**config.mk**
```make
export PLATFORM = sky130hd
export DESIGN_NAME = deadlock_report_scheduler
export DESIGN_NICKNAME = d
export VERILOG_FILES = /design/src/rtl/deadlock_report_scheduler.sv
export SDC_FILE = /design/constraint.sdc
export NUM_CORES = 1
export LEC_CHECK = 0
export ABC_CLOCK_PERIOD_IN_PS = 2700
export CORE_MARGIN = 2
export CORE_UTILIZATION = 45
export DETAILED_ROUTE_END_ITERATION = 10
export GPL_TIMING_DRIVEN = 0
export SLEW_MARGIN = 20
export SYNTH_ARGS = -nofsm -noshare
export SYNTH_HDL_FRONTEND = slang
export SYNTH_SLANG_ARGS = --single-unit
```
**constraint.sdc**
```tcl
create_clock -name clock_i -period 2.7 [get_ports clock_i]
set_input_delay 0.54 -clock clock_i [delete_from_list [all_inputs] [get_ports clock_i]]
set_output_delay 0.54 -clock clock_i [all_outputs]
set_load 0.005 [all_outputs]
```
**src/rtl/deadlock_report_scheduler.sv**
```systemverilog
// Deadlock report scheduler: qualifies per-monitor block flags against a
// persistence threshold and arbitrates qualified channels round-robin onto a
// single valid/ready report port, with a sticky deadlock summary flag.
module deadlock_report_scheduler #(
  parameter int unsigned NUM_MON = 4,
  parameter int unsigned CNT_W   = 16,
  parameter int unsigned IDX_W   = 2
) (
  input  logic               clock_i,
  input  logic               reset_i,
  input  logic               enable_i,
  input  logic               clear_i,
  input  logic [CNT_W-1:0]   threshold_i,
  input  logic [NUM_MON-1:0] mon_block_i,
  output logic               rpt_valid_o,
  input  logic               rpt_ready_i,
  output logic [IDX_W-1:0]   rpt_idx_o,
  output logic [CNT_W-1:0]   rpt_cycles_o,
  output logic               deadlock_o
);

  typedef enum logic {
    IDLE   = 1'b0,
    REPORT = 1'b1
  } state_e;

  localparam logic [CNT_W-1:0] CNT_MAX  = '1;
  localparam logic [IDX_W-1:0] LAST_IDX = IDX_W'(NUM_MON - 1);

  state_e             state_q,      state_d;
  logic [CNT_W-1:0]   cnt_q [NUM_MON];
  logic [CNT_W-1:0]   cnt_d [NUM_MON];
  logic [NUM_MON-1:0] pending_q,    pending_d;
  logic [NUM_MON-1:0] reported_q,   reported_d;
  logic [IDX_W-1:0]   rr_ptr_q,     rr_ptr_d;
  logic [IDX_W-1:0]   rpt_idx_q,    rpt_idx_d;
  logic [CNT_W-1:0]   rpt_cycles_q, rpt_cycles_d;
  logic               rpt_valid_q,  rpt_valid_d;
  logic               deadlock_q,   deadlock_d;

  logic [CNT_W-1:0]   eff_thr;
  logic               sel_found;
  logic [IDX_W-1:0]   sel_idx;
  logic [CNT_W-1:0]   sel_cnt;

  // A zero threshold behaves as a threshold of one.
  assign eff_thr = (threshold_i == '0) ? CNT_W'(1) : threshold_i;

  // Round-robin pick: first pending channel at or above rr_ptr, else lowest pending.
  always_comb begin
    sel_found = 1'b0;
    sel_idx   = '0;
    sel_cnt   = '0;
    for (int i = 0; i < NUM_MON; i++) begin
      if (!sel_found && pending_q[i] && (IDX_W'(i) >= rr_ptr_q)) begin
        sel_found = 1'b1;
        sel_idx   = IDX_W'(i);
      end
    end
    for (int i = 0; i < NUM_MON; i++) begin
      if (!sel_found && pending_q[i]) begin
        sel_found = 1'b1;
        sel_idx   = IDX_W'(i);
      end
    end
    for (int i = 0; i < NUM_MON; i++) begin
      if (sel_idx == IDX_W'(i)) begin
        sel_cnt = cnt_q[i];
      end
    end
  end

  // Next-state: report FSM, per-channel persistence counters and qualification.
  always_comb begin
    logic             accept;
    logic [CNT_W-1:0] inc;

    state_d      = state_q;
    cnt_d        = cnt_q;
    pending_d    = pending_q;
    reported_d   = reported_q;
    rr_ptr_d     = rr_ptr_q;
    rpt_idx_d    = rpt_idx_q;
    rpt_cycles_d = rpt_cycles_q;
    rpt_valid_d  = rpt_valid_q;
    deadlock_d   = deadlock_q;
    accept       = 1'b0;
    inc          = '0;

    case (state_q)
      IDLE: begin
        rpt_valid_d = 1'b0;
        if (sel_found) begin
          state_d      = REPORT;
          rpt_valid_d  = 1'b1;
          rpt_idx_d    = sel_idx;
          rpt_cycles_d = sel_cnt;
        end
      end
      REPORT: begin
        rpt_valid_d = 1'b1;
        if (rpt_ready_i) begin
          accept      = 1'b1;
          state_d     = IDLE;
          rpt_valid_d = 1'b0;
          deadlock_d  = 1'b1;
          rr_ptr_d    = (rpt_idx_q == LAST_IDX) ? '0 : rpt_idx_q + IDX_W'(1);
        end
      end
      default: begin
        state_d     = IDLE;
        rpt_valid_d = 1'b0;
      end
    endcase

    for (int i = 0; i < NUM_MON; i++) begin
      inc = (cnt_q[i] == CNT_MAX) ? CNT_MAX : cnt_q[i] + CNT_W'(1);
      if (enable_i && mon_block_i[i]) begin
        cnt_d[i] = inc;
        if (!reported_q[i] && (inc == eff_thr)) begin
          pending_d[i] = 1'b1;
        end
      end else begin
        cnt_d[i] = '0;
      end
      // Acceptance overrides a same-cycle set so a saturated channel is not re-reported.
      if (accept && (rpt_idx_q == IDX_W'(i))) begin
        pending_d[i]  = 1'b0;
        reported_d[i] = 1'b1;
      end
      // A dropped condition re-arms the channel and wins over acceptance.
      if (enable_i && !mon_block_i[i]) begin
        pending_d[i]  = 1'b0;
        reported_d[i] = 1'b0;
      end
    end

    if (clear_i) begin
      state_d      = IDLE;
      for (int i = 0; i < NUM_MON; i++) begin
        cnt_d[i] = '0;
      end
      pending_d    = '0;
      reported_d   = '0;
      rr_ptr_d     = '0;
      rpt_idx_d    = '0;
      rpt_cycles_d = '0;
      rpt_valid_d  = 1'b0;
      deadlock_d   = 1'b0;
    end
  end

  // State and datapath registers.
  always_ff @(posedge clock_i or negedge reset_i) begin
    if (!reset_i) begin
      state_q      <= IDLE;
      for (int i = 0; i < NUM_MON; i++) begin
        cnt_q[i] <= '0;
      end
      pending_q    <= '0;
      reported_q   <= '0;
      rr_ptr_q     <= '0;
      rpt_idx_q    <= '0;
      rpt_cycles_q <= '0;
      rpt_valid_q  <= 1'b0;
      deadlock_q   <= 1'b0;
    end else begin
      state_q      <= state_d;
      cnt_q        <= cnt_d;
      pending_q    <= pending_d;
      reported_q   <= reported_d;
      rr_ptr_q     <= rr_ptr_d;
      rpt_idx_q    <= rpt_idx_d;
      rpt_cycles_q <= rpt_cycles_d;
      rpt_valid_q  <= rpt_valid_d;
      deadlock_q   <= deadlock_d;
    end
  end

  assign rpt_valid_o  = rpt_valid_q;
  assign rpt_idx_o    = rpt_idx_q;
  assign rpt_cycles_o = rpt_cycles_q;
  assign deadlock_o   = deadlock_q;

endmodule

```
==> out/metrics.yaml <==
status: "complete, no violations"
fin_nets: 925
cp_max_fo: 9
port_buffers: 38
clock_sinks: 94
max_stage_delay_ns: 0.45
syn-num-nets: 860
overflow: 0
synth-edff-count: 0
synth_flop_cell: "dfrtp_1"
post-dp-hpwl_um: 17660
die-height_um: 127.7
die_area_um2: 16310
synth_seq_cells: 94
drt_pre_antenna_iters: 6
crit_top_cell: "nand4_1"
die_x_um: 127.7
crit_buf_inv: 1
rows: 45
seq_area_frac_synth: 0.3415
via_count: 7110
vias_per_cell: 6.553
yosysUniqueCellTypes: 73
clk_latency_ns: 0.36
slowest_stage: "dfrtp_2"
powerDensity_nw_per_um2: 373.2
fin_ws_ns: 0.06048
antenna_found_initial: 0
rsz0062_at_grt: "true"
dp_cells: 1054
final_cell_mix: "nor2_1, dfrtp_1, a21oi_1"
crit_path_start_kind: "register"
netlist_instances: 827
multiInputGateArea_um2: 4352
crit_type: "register to register"
cp-end-kind: "register"
min_path_type: "input port to asynchronous set/reset pin"
cts_htree_levels: 3
syn_avg_cell_area_um2: 8.329
layout.cells.non_filler: 1085
holdBufCountCts: 0
n_antenna_cell: 0
grtUsageTotal: 0.3020
cts-root-buf: "clkbuf_16"
max_freq_mhz: 378.9
wl_um: 24210
area.sequential_um2: 2360
skew_ns: 0.008297
wire_per_inst_um: 22.32
grt_pass1_wl_um: 38140
tightest_slew_ns: 0.8678
drtIter0Drc: 746
min_period_over_period: 0.9776
ant_nets: 0
dp_slack_ns: -0.4930
worst_ep_arrival_time_ns: 2.91
drc: 0
finalSetupViolCount: 0
grt_max_degree: 70
synth_area_um2: 6888
numCtsBuffers: 9
synth_top_area_share: 0.3415
required_ns: 2.97
cap_violations: 0
gp_congestion: 1.090
cts_tree: "yes"
floorplan.io_pins: 45
relSlewSlack: 0.4215
synth_area_leaders: "dfrtp_1, a21oi_1, nor2_1, a211oi_1, mux2i_1"
grt_pass1_vias: 6703
synth-async-reset-ratio: 1.000
synth_top_area_cell: "dfrtp_1"
coreArea_um2: 15090
final_common_cell: "nor2_1"
cp_cell_sequence: "ha_2 -> nand4_1 -> or3_1 -> clkbuf_1 -> o22ai_1 -> o211ai_1 -> a2111oi_1 -> nand4_1 -> o21ai_2"
power_leakage_nw: 3.101
yosysWarnings: 0
start_util: 0.4565
fillCellCount: 1406
period_minus_slack_ns: 2.640
finalHoldViolCount: 0
final_layout_size_suffix_gt1_frac: 0.1282
final_core_util: 0.5430
clockBufferDepth: 2
cts.clk_slew.worst_paths_ns: 0.07
ir_drop_mv: 0.2600
crit_family: "simple AND/OR/NAND/NOR gates"
syn_to_final_growth_pct: 18.95
slew_violations: 0
[power breakdown]
group	internal, W	switching (W)
combinational	0.0000936	0.000186
sequential	0.00141	0.00000535
clock	0.000775	0.000587
total	0.00228	0.000778
[cell families after synthesis]
logic type / Yosys count / share of synthesized area
buffers and inverters: 93 / 0.05468
flip-flops: 94 / 0.3415
AO/OA/AOI/OAI: 215 / 0.2085
adder cells (fa/ha/maj): 8 / 0.01453
XOR/XNOR: 65 / 0.08665
AND/OR/NAND/NOR: 319 / 0.2458
multiplexers: 33 / 0.04832
[metrics by stage]
| stage | hold slack (ns) | cell area (um2) | power, W | TNS [ns] |
|---|---|---|---|---|
| final | 0.04380 | 8193 | 0.003058 | 0 |
| after global routing | 0.05704 | 8193 | 0.003140 | -0.08157 |
| after CTS | 0.04636 | 7939 | 0.003065 | -0.07650 |
| after detailed placement | 0.4258 | 7551 | 0.001705 | -1.627 |
| after global placement | 0.4906 | 7503 | 0.001697 | -239.43 |
| after floorplan | 0.2444 | 6888 | 0.001569 | 0 |
[per-layer routing]
layer / wire [um] / vias up / global-route usage / part of all wire
met5: 0 / - / 0 / 0
met4: 875 / 0 / 0.1280 / 0.036
met3: 2156 / 73 / 0.05509 / 0.089
met2: 10680 / 416 / 0.4530 / 0.44
met1: 10510 / 3430 / 0.4291 / 0.43
li1: - / 3191 / - / -
[cells in the mapped netlist (4+ instances only)]
cell type   n
o21ai_0    20
nand4_1    25
xnor2_1    32
nor2_1     93
a32oi_1     4
a31oi_1    14
ha_1        8
and4_1     11
nand2b_1    9
or4_1       8
nor4_1     21
buf_2      17
a211oi_1   42
mux2i_1    31
o2111ai_1   5
a21oi_1    75
nand3_1    35
o211ai_1    6
nor3_1     18
xor2_1     31
dfrtp_1    94
inv_1      23
nor2b_1    11
clkbuf_1   48
nand2_1    52
or3_1       8
and2_1      5
and3_1      6
[registers in the layout, summed over array words and instances (netlist names)]
register	flops
rr_ptr_q	2
rpt_valid_o	1
reported_q	4
rpt_idx_o	2
rpt_cycles_o	16
deadlock_o	1
pending_q	4
cnt_q	64
[what timing repair did]
| item | CTS | global route |
|---|---|---|
| setup buffers | 7 | 13 |
| gates resized for setup | 10 | 47 |
| pin swaps | 3 | 13 |
| endpoints found under the setup margin | 4 | 14 |
[area by class of cell]
class                   count  area share
plain buffers              65     0.03528
clock inverters             4    0.006414
multi-input cells         640      0.5312
clock buffers              12     0.03131
repair buffers             59     0.06857
inverters                  23     0.01054
flip-flops and latches     94      0.2880
well taps                 188     0.02871
[worst paths after layout]
kind	startpoint	end	slack [ns]	cells past startpoint
setup reg to reg	cnt_q[16]$_DFF_PN0_	pending_q[2]$_DFFE_PN0P_	0.06	9
hold reg to reg	deadlock_o$_DFFE_PN0P_	deadlock_o$_DFFE_PN0P_	0.50	2
min in group clock_i	deadlock_o$_DFFE_PN0P_	deadlock_o$_DFFE_PN0P_	0.50	2
max in group asynchronous	reset_i	cnt_q[16]$_DFF_PN0_	1.98	2
hold / removal	reset_i	cnt_q[50]$_DFF_PN0_	0.04	1
setup / recovery	cnt_q[16]$_DFF_PN0_	pending_q[2]$_DFFE_PN0P_	0.06	9
(Power assumes the default switching activity.)
